<file path="src/rtl/led_display_arbiter.sv">
// Arbitrates two writers onto the eight LED digit registers and drives the scan strobe.
// Optional brightness control is compiled in with `define LED_DIM_EN (adds the dim input).
module led_display_arbiter #(
    parameter int SCAN_DIV    = 50000,
    parameter int HOLD_FRAMES = 250
) (
    input  logic       clk,
    input  logic       rst,
    input  logic       a_req,
    input  logic [2:0] a_idx,
    input  logic [7:0] a_data,
    output logic       a_ack,
    input  logic       b_req,
    input  logic [2:0] b_idx,
    input  logic [7:0] b_data,
    output logic       b_ack,
`ifdef LED_DIM_EN
    input  logic [2:0] dim,
`endif
    output logic       scan_tick,
    output logic       b_owner,
    output logic [7:0] LED0,
    output logic [7:0] LED1,
    output logic [7:0] LED2,
    output logic [7:0] LED3,
    output logic [7:0] LED4,
    output logic [7:0] LED5,
    output logic [7:0] LED6,
    output logic [7:0] LED7,
    output logic       led_blank
);

    localparam int CW = (SCAN_DIV > 2) ? $clog2(SCAN_DIV) : 1;

    typedef enum logic {
        SHARE = 1'b0,
        HOLD  = 1'b1
    } state_t;

    state_t      state;
    logic        rr_b;
    logic [11:0] frame_cnt;
    logic [CW-1:0] pre_cnt;
    logic [2:0]  slot;
    logic        frame_end;
    logic        last_frame;
    logic [7:0]  led_q [8];

    assign scan_tick  = (pre_cnt == CW'(SCAN_DIV - 1));
    assign frame_end  = scan_tick && (slot == 3'd7);
    assign last_frame = ({1'b0, frame_cnt} + 13'd1) >= 13'(HOLD_FRAMES);
    assign b_owner    = (state == HOLD);

    assign LED0 = led_q[0];
    assign LED1 = led_q[1];
    assign LED2 = led_q[2];
    assign LED3 = led_q[3];
    assign LED4 = led_q[4];
    assign LED5 = led_q[5];
    assign LED6 = led_q[6];
    assign LED7 = led_q[7];

    // Grant decision: B owns the display in HOLD, round-robin on contention in SHARE.
    always_comb begin
        a_ack = 1'b0;
        b_ack = 1'b0;
        if (rst) begin
            if (state == HOLD) begin
                b_ack = b_req;
            end else begin
                a_ack = a_req & (~b_req | ~rr_b);
                b_ack = b_req & (~a_req | rr_b);
            end
        end
    end

    // Prescaler and slot counter; scanning runs regardless of write traffic.
    always_ff @(posedge clk or negedge rst) begin
        if (!rst) begin
            pre_cnt <= '0;
            slot    <= 3'd0;
        end else begin
            if (scan_tick) begin
                pre_cnt <= '0;
                slot    <= slot + 3'd1;
            end else begin
                pre_cnt <= pre_cnt + CW'(1);
            end
        end
    end

    // Ownership FSM with round-robin pointer and saturating hold frame counter.
    always_ff @(posedge clk or negedge rst) begin
        if (!rst) begin
            state     <= SHARE;
            rr_b      <= 1'b0;
            frame_cnt <= 12'd0;
        end else begin
            unique case (state)
                SHARE: begin
                    frame_cnt <= 12'd0;
                    if (a_ack || b_ack) begin
                        rr_b <= a_ack;
                    end
                    if (b_ack) begin
                        state <= HOLD;
                    end
                end
                HOLD: begin
                    if (b_ack) begin
                        frame_cnt <= 12'd0;
                    end else if (frame_end) begin
                        if (frame_cnt != 12'hFFF) begin
                            frame_cnt <= frame_cnt + 12'd1;
                        end
                        if (last_frame) begin
                            state <= SHARE;
                            rr_b  <= 1'b0;
                        end
                    end
                end
                default: begin
                    state <= SHARE;
                end
            endcase
        end
    end

    // Digit registers; at most one writer is acked per cycle.
    always_ff @(posedge clk or negedge rst) begin
        if (!rst) begin
            for (int i = 0; i < 8; i++) begin
                led_q[i] <= 8'hFF;
            end
        end else begin
            if (a_ack) begin
                led_q[a_idx] <= a_data;
            end
            if (b_ack) begin
                led_q[b_idx] <= b_data;
            end
        end
    end

`ifdef LED_DIM_EN
    localparam int TW = CW + 1;

    logic [TW-1:0] thr;
    logic [23:0]   prod;

    assign prod      = (24'(dim) + 24'd1) * 24'(SCAN_DIV);
    assign led_blank = ({1'b0, pre_cnt} >= thr);

    // Blank threshold latched per slot so a dim change lands on a slot boundary.
    always_ff @(posedge clk or negedge rst) begin
        if (!rst) begin
            thr <= TW'(SCAN_DIV);
        end else if (scan_tick) begin
            thr <= TW'(prod >> 3);
        end
    end
`else
    assign led_blank = 1'b0;
`endif

endmodule

</file>
<file path="config.mk">
export PLATFORM = sky130hd
export DESIGN_NAME = led_display_arbiter
export DESIGN_NICKNAME = d
export VERILOG_FILES = /design/src/rtl/led_display_arbiter.sv
export SDC_FILE = /design/constraint.sdc
export NUM_CORES = 1
export LEC_CHECK = 0
export CAP_MARGIN = 15
export CORE_ASPECT_RATIO = 0.9
export CORE_MARGIN = 1.5
export CORE_UTILIZATION = 56
export DETAILED_ROUTE_END_ITERATION = 6
export PLACE_DENSITY = 0.86
export SLEW_MARGIN = 0
export SYNTH_ARGS = -nofsm -noshare
export SYNTH_HDL_FRONTEND = slang
export SYNTH_SLANG_ARGS = --single-unit
export TNS_END_PERCENT = 10
</file>
<file path="constraint.sdc">
create_clock -name clk -period 5.85 [get_ports clk]
set_input_delay 0.8775 -clock clk [delete_from_list [all_inputs] [get_ports clk]]
set_output_delay 0.8775 -clock clk [all_outputs]
set_load 0.03 [all_outputs]
</file>
* Word-level counts from Yosys, hierarchy flattened
Index checks and enable logic that the tools add are counted.
** Operators by class
- Add/sub/neg operators :: 4
- Multipliers :: 0
- Divide/modulo/power cells :: 0
- $lt $le $gt $ge :: 5
- Equal/unequal tests :: 9
- Shift-type cells :: 0
- Multiplexer cells :: 27
- Bitwise operators :: 10
- Reductions and logical operators :: 6
** Operator list (count)
- bitwise mux 64 bit :: 2
- 2-to-1 mux 64 bit :: 2
- demux 8 bit (select 3 bit) :: 2
- 2-to-1 mux 12 bit :: 3
- one-hot mux 12 bit (2 select lines) :: 1
- adder 16 x 1 -> 16 bit (second input constant) :: 1
- == test 16 bit (second input constant) :: 1
- 2-to-1 mux 16 bit :: 1
- 2-to-1 mux 8 bit :: 2
- adder 12 x 1 -> 13 bit (second input constant) :: 1
- greater-or-equal comparator 13 x 8 -> 1 bit (second input constant) :: 1
- adder 12 x 1 -> 12 bit (second input constant) :: 1
- 2-to-1 mux 1 bit :: 12
- inequality test 12 bit (second input constant) :: 1
- greater-or-equal comparator 4 bit (second input constant) :: 2
- < comparator 4 x 1 -> 1 bit (second input constant) :: 2
- NOT 3 -> 4 bit :: 2
- inequality test 3 x 2 -> 1 bit (second input constant) :: 2
- inequality test 2 x 1 -> 1 bit (second input constant) :: 2
- inequality test 2 bit (second input constant) :: 2
- NOT 1 bit :: 4
- one-hot mux 1 bit (2 select lines) :: 2
- AND reduction 4 bit :: 1
- adder 3 x 1 -> 3 bit (second input constant) :: 1
- 6 further kinds :: 10
** Word-level totals
- Register bits :: 97
- Latch bits :: 0
- RAM bits :: 0
- Memory bits (read-only) :: 0
- Logic and storage cells :: 74
- Memories kept :: 0

* Logic depth before layout (Yosys ltp)
- Word-level depth :: 9
- Depth in mapped cells :: 7
- Mapped depth without buffers :: 6

* Least setup slack after synthesis
Ideal clock, no wire load.
- Path type :: input -> register
- Start :: input port a_req
- End :: register led_q, in the netlist LED5[0]
- Library setup time :: 0.099 ns
- Arrival time :: 2.401 ns
- Data required time :: 5.751 ns
- Setup slack :: 3.350 ns
- Cell stages on the path :: 7
- Cell sequence :: nor2b_1 nand3_1 clkinv_1 nand4b_1 clkbuf_1 mux2i_1 o21ai_0
** On the way
- Cells in the longest elaborated chain, start to end :: 6
- Elaborated cells on any way between the ends :: 11
** Ends and longest elaborated chain
- start, declared :: line 9 : input logic a_req,
- bitwise AND 1 bit * :: line 71 : a_ack = a_req & (~b_req | ~rr_b);
- 2-to-1 mux 1 bit * :: line 68 : if (state == HOLD) begin
- 2-to-1 mux 1 bit * :: line 67 : if (rst) begin
- named net a_ack :: line 12 : output logic a_ack,
- 2-to-1 mux 64 bit * :: line 136 : if (a_ack) begin
- bitwise mux 64 bit :: line 140 : led_q[b_idx] <= b_data;
- 2-to-1 mux 64 bit * :: line 139 : if (b_ack) begin
- end signal, assigned by index :: line 137 : led_q[a_idx] <= a_data;
- end signal, assigned by index :: line 140
- end, declared :: line 47 : logic [7:0] led_q [8];
Mark *: on every way through the listed nets, which the timed path passes. The rest lies on a longest branch.
A chain may end at the register's enable or synchronous reset.

* Final worst setup path
- Start :: input port a_req
- End :: output port a_ack
** On the way
- Cells in the longest elaborated chain, start to end :: 3
** Ends and longest elaborated chain (line)
- bitwise AND 1 bit :: 71
- 2-to-1 mux 1 bit :: 68
- 2-to-1 mux 1 bit :: 67
- end, declared :: 12
Every way passes these cells.

==> metrics.txt <==
number of max-cap violations 0; DRC 0; synth unique cells 48; GRT Total Usage 29.1%; IO Pins 95; Critical Path Fanout Max 6; hold buffer count at cts 0; gr ovfl total 0; Post-Syn Area 0.00496 mm^2; total CTS buffers 9; Synth warnings 0; Clock Latency Late Sink 370 ps; Worst Tran Pin Value 1190 ps; Slew headroom 20.1%; CTS tree built; Crit Path Category input pin to output port; Starting Density 57.7%; # port buffers 93; Final setup viols 0; first-pass GRT wire length 20700 um; vias in the first global route 4009; post-DP HPWL 8820 um; post-cts resize count 0; worst-case clock skew 15.5 ps; routed length on met3 819 um; wl on met1 5710 um; Final nets 595; Setup TNS 0 ps; vias per inst 5.83; Longest Clk Path Bufs 2; Starting DRT DRC Count 281; Finished Core Util 72.4%; Slew Viols, Final 0; die height 92.3 um; Setup crit end kind output port; worst endpoint data arrival time 2700 ps; Peak VDD IR 0.211 mV; largest net degree at the start of global routing 92; met2 WL 6410 um; final period utilization 61.1%; Chip Width 102 um; RePlAce Congestion 0.932; Fill cells 605; Synth Instances 487; postcts setup bufs 0; H-tree depth 3; Critical Path RT 4970 ps; worst hold path class input pin to asynchronous set/reset pin; Syn Nets 518; leading cell type in the layout, fill and taps excluded clkdlybuf4s50_1; Routed Antenna Nets 0; status complete, no violations; Antenna diodes 0; via count 4010; Final Critical Period 3580 ps; most frequent cells in the layout 92 x clkdlybuf4s50_1, 72 x nand2_1, 65 x mux2i_1; average wire per standard cell 19.3 um; synth top area cells dfstp_2 34%, dfrtp_1 17%, mux2i_1 13%, o21ai_0 5.7%, nand2_1 5.4%; Clock transition at path regs 90 ps; Seq/Total Area, Yosys 50.5%; row cnt 32; Avg Cell Area, Syn 10.2 um^2; P&R area growth vs syn 25.5%; RSZ-0062 raised after global routing false; PwrDens 305 mW/mm^2; final hold viol count 0; leak pwr 2.53 nW; crit start category input pin; initial antenna violation count 0; die footprint 0.00944 mm^2; Sink Count 97; DR top layer met4; core box area 0.00861 mm^2; share of cells above drive strength 1 19.7%; Pre-Repair DR Iteration Count 7; fmax 280 MHz; top cell type's share of synthesized area 33.9%; Root Driver clkbuf_8; Routed WL 13300 um; #FFs+latches synth 97; Yosys top cell by area dfstp_2
## state kept, by name (all words and copies together) (netlist names), 3 cells and up
signal and cells:
LED3 8, pre_cnt 16, frame_cnt 12, LED7 8, LED5 8, slot 3
LED2 8, LED4 8, LED0 8, LED6 8, LED1 8
## path summary, 6_finish.rpt
check / start / endpoint / slack, ps / cells after the start
max: a_req / a_ack / 2270 / 5
min: rst / frame_cnt[3] / 320 / 1
max reg2reg: pre_cnt[5] / frame_cnt[6] / 3420 / 5
min reg2reg: pre_cnt[0] / pre_cnt[0] / 460 / 1
max in group asynchronous: rst / LED2[5] / 4660 / 3
min in group clk: pre_cnt[0] / pre_cnt[0] / 460 / 1
## Yosys cell counts (all sizes together)
library cell and count:
nand2 72, mux2i 65, dfstp 64, o21ai 57, dfrtp 33, nor2 26, clkbuf 24, buf 14
nand3 13, a21oi 12, xnor2 12, xor2 12, nand4 7, nor3 7, and3 6, inv 6
and4 5, ha 5, nor4 5, o31ai 5, or4 5, nor4b 4, and2 3, mux2 3
o211ai 3, nand2b 2, nand4b 2, nand4bb 2, nor2b 2, or4b 2, a21o 1, a31o 1
a31oi 1, clkinv 1, conb 1, nand3b 1, o41a 1, or2 1, or4bb 1
## layer usage
layer / track usage, % / vias up
met3: 4.08 / 40
met1: 40.3 / 1959
met2: 45.8 / 165
met4: 12.6 / 0
met5: 0 / -
li1: - / 1846
## cell type report
| type | instances | area, um^2 | area share (%) |
|---|---|---|---|
| Clock buffer | 11 | 141 | 2.27 |
| Clock inverter | 5 | 61.3 | 0.984 |
| Sequential cell | 97 | 2510 | 40.2 |
| Tap cell | 119 | 149 | 2.39 |
| Inverter | 7 | 26.3 | 0.422 |
| Multi-Input combinational cell | 345 | 2310 | 37.1 |
| Timing Repair Buffer | 104 | 1030 | 16.5 |
## power breakdown
group | leakage (nW) | internal (W) | switching, W
clock network | 0.100 | 0.000212 | 0.000240
registers | 1.11 | 0.000830 | 0.0000587
logic | 1.33 | 0.000225 | 0.000337
## per-stage QoR
stage | instances | cell area (um^2) | hold WS [ps] | total power [W] | setup WS (ps)
after global placement | 667 | 5970 | 435 | 0.00143 | 2340
after detailed placement | 667 | 5970 | 451 | 0.00145 | 2290
after global routing | 688 | 6230 | 308 | 0.00198 | 2130
after floorplan | 487 | 4960 | 425 | 0.00119 | 3350
after CTS | 683 | 6170 | 320 | 0.00191 | 2280
final | 688 | 6230 | 323 | 0.00190 | 2270
## critical path, cell delays in order
cell             delay, ps
clkdlybuf4s50_1        450
nor2b_1                160
nand3_1                270
clkinv_1               240
clkdlybuf4s50_1        690
## logic make-up (layout without fill, tap and decap cells)
| group | Yosys count | count (layout) | synth area share, % |
|---|---|---|---|
| flip-flops | 97 | 97 | 50.5 |
| XOR/XNOR | 24 | 24 | 4.23 |
| multiplexers | 68 | 68 | 13.8 |
| AO/OA/AOI/OAI | 81 | 81 | 8.85 |
| buffers and inverters | 45 | 127 | 3.71 |
| adder cells (fa/ha/maj) | 5 | 5 | 1.26 |
| AND/OR/NAND/NOR | 166 | 166 | 17.6 |
| other | 1 | 1 | 0.0756 |
No activity file was read; power rests on OpenSTA's default activity.
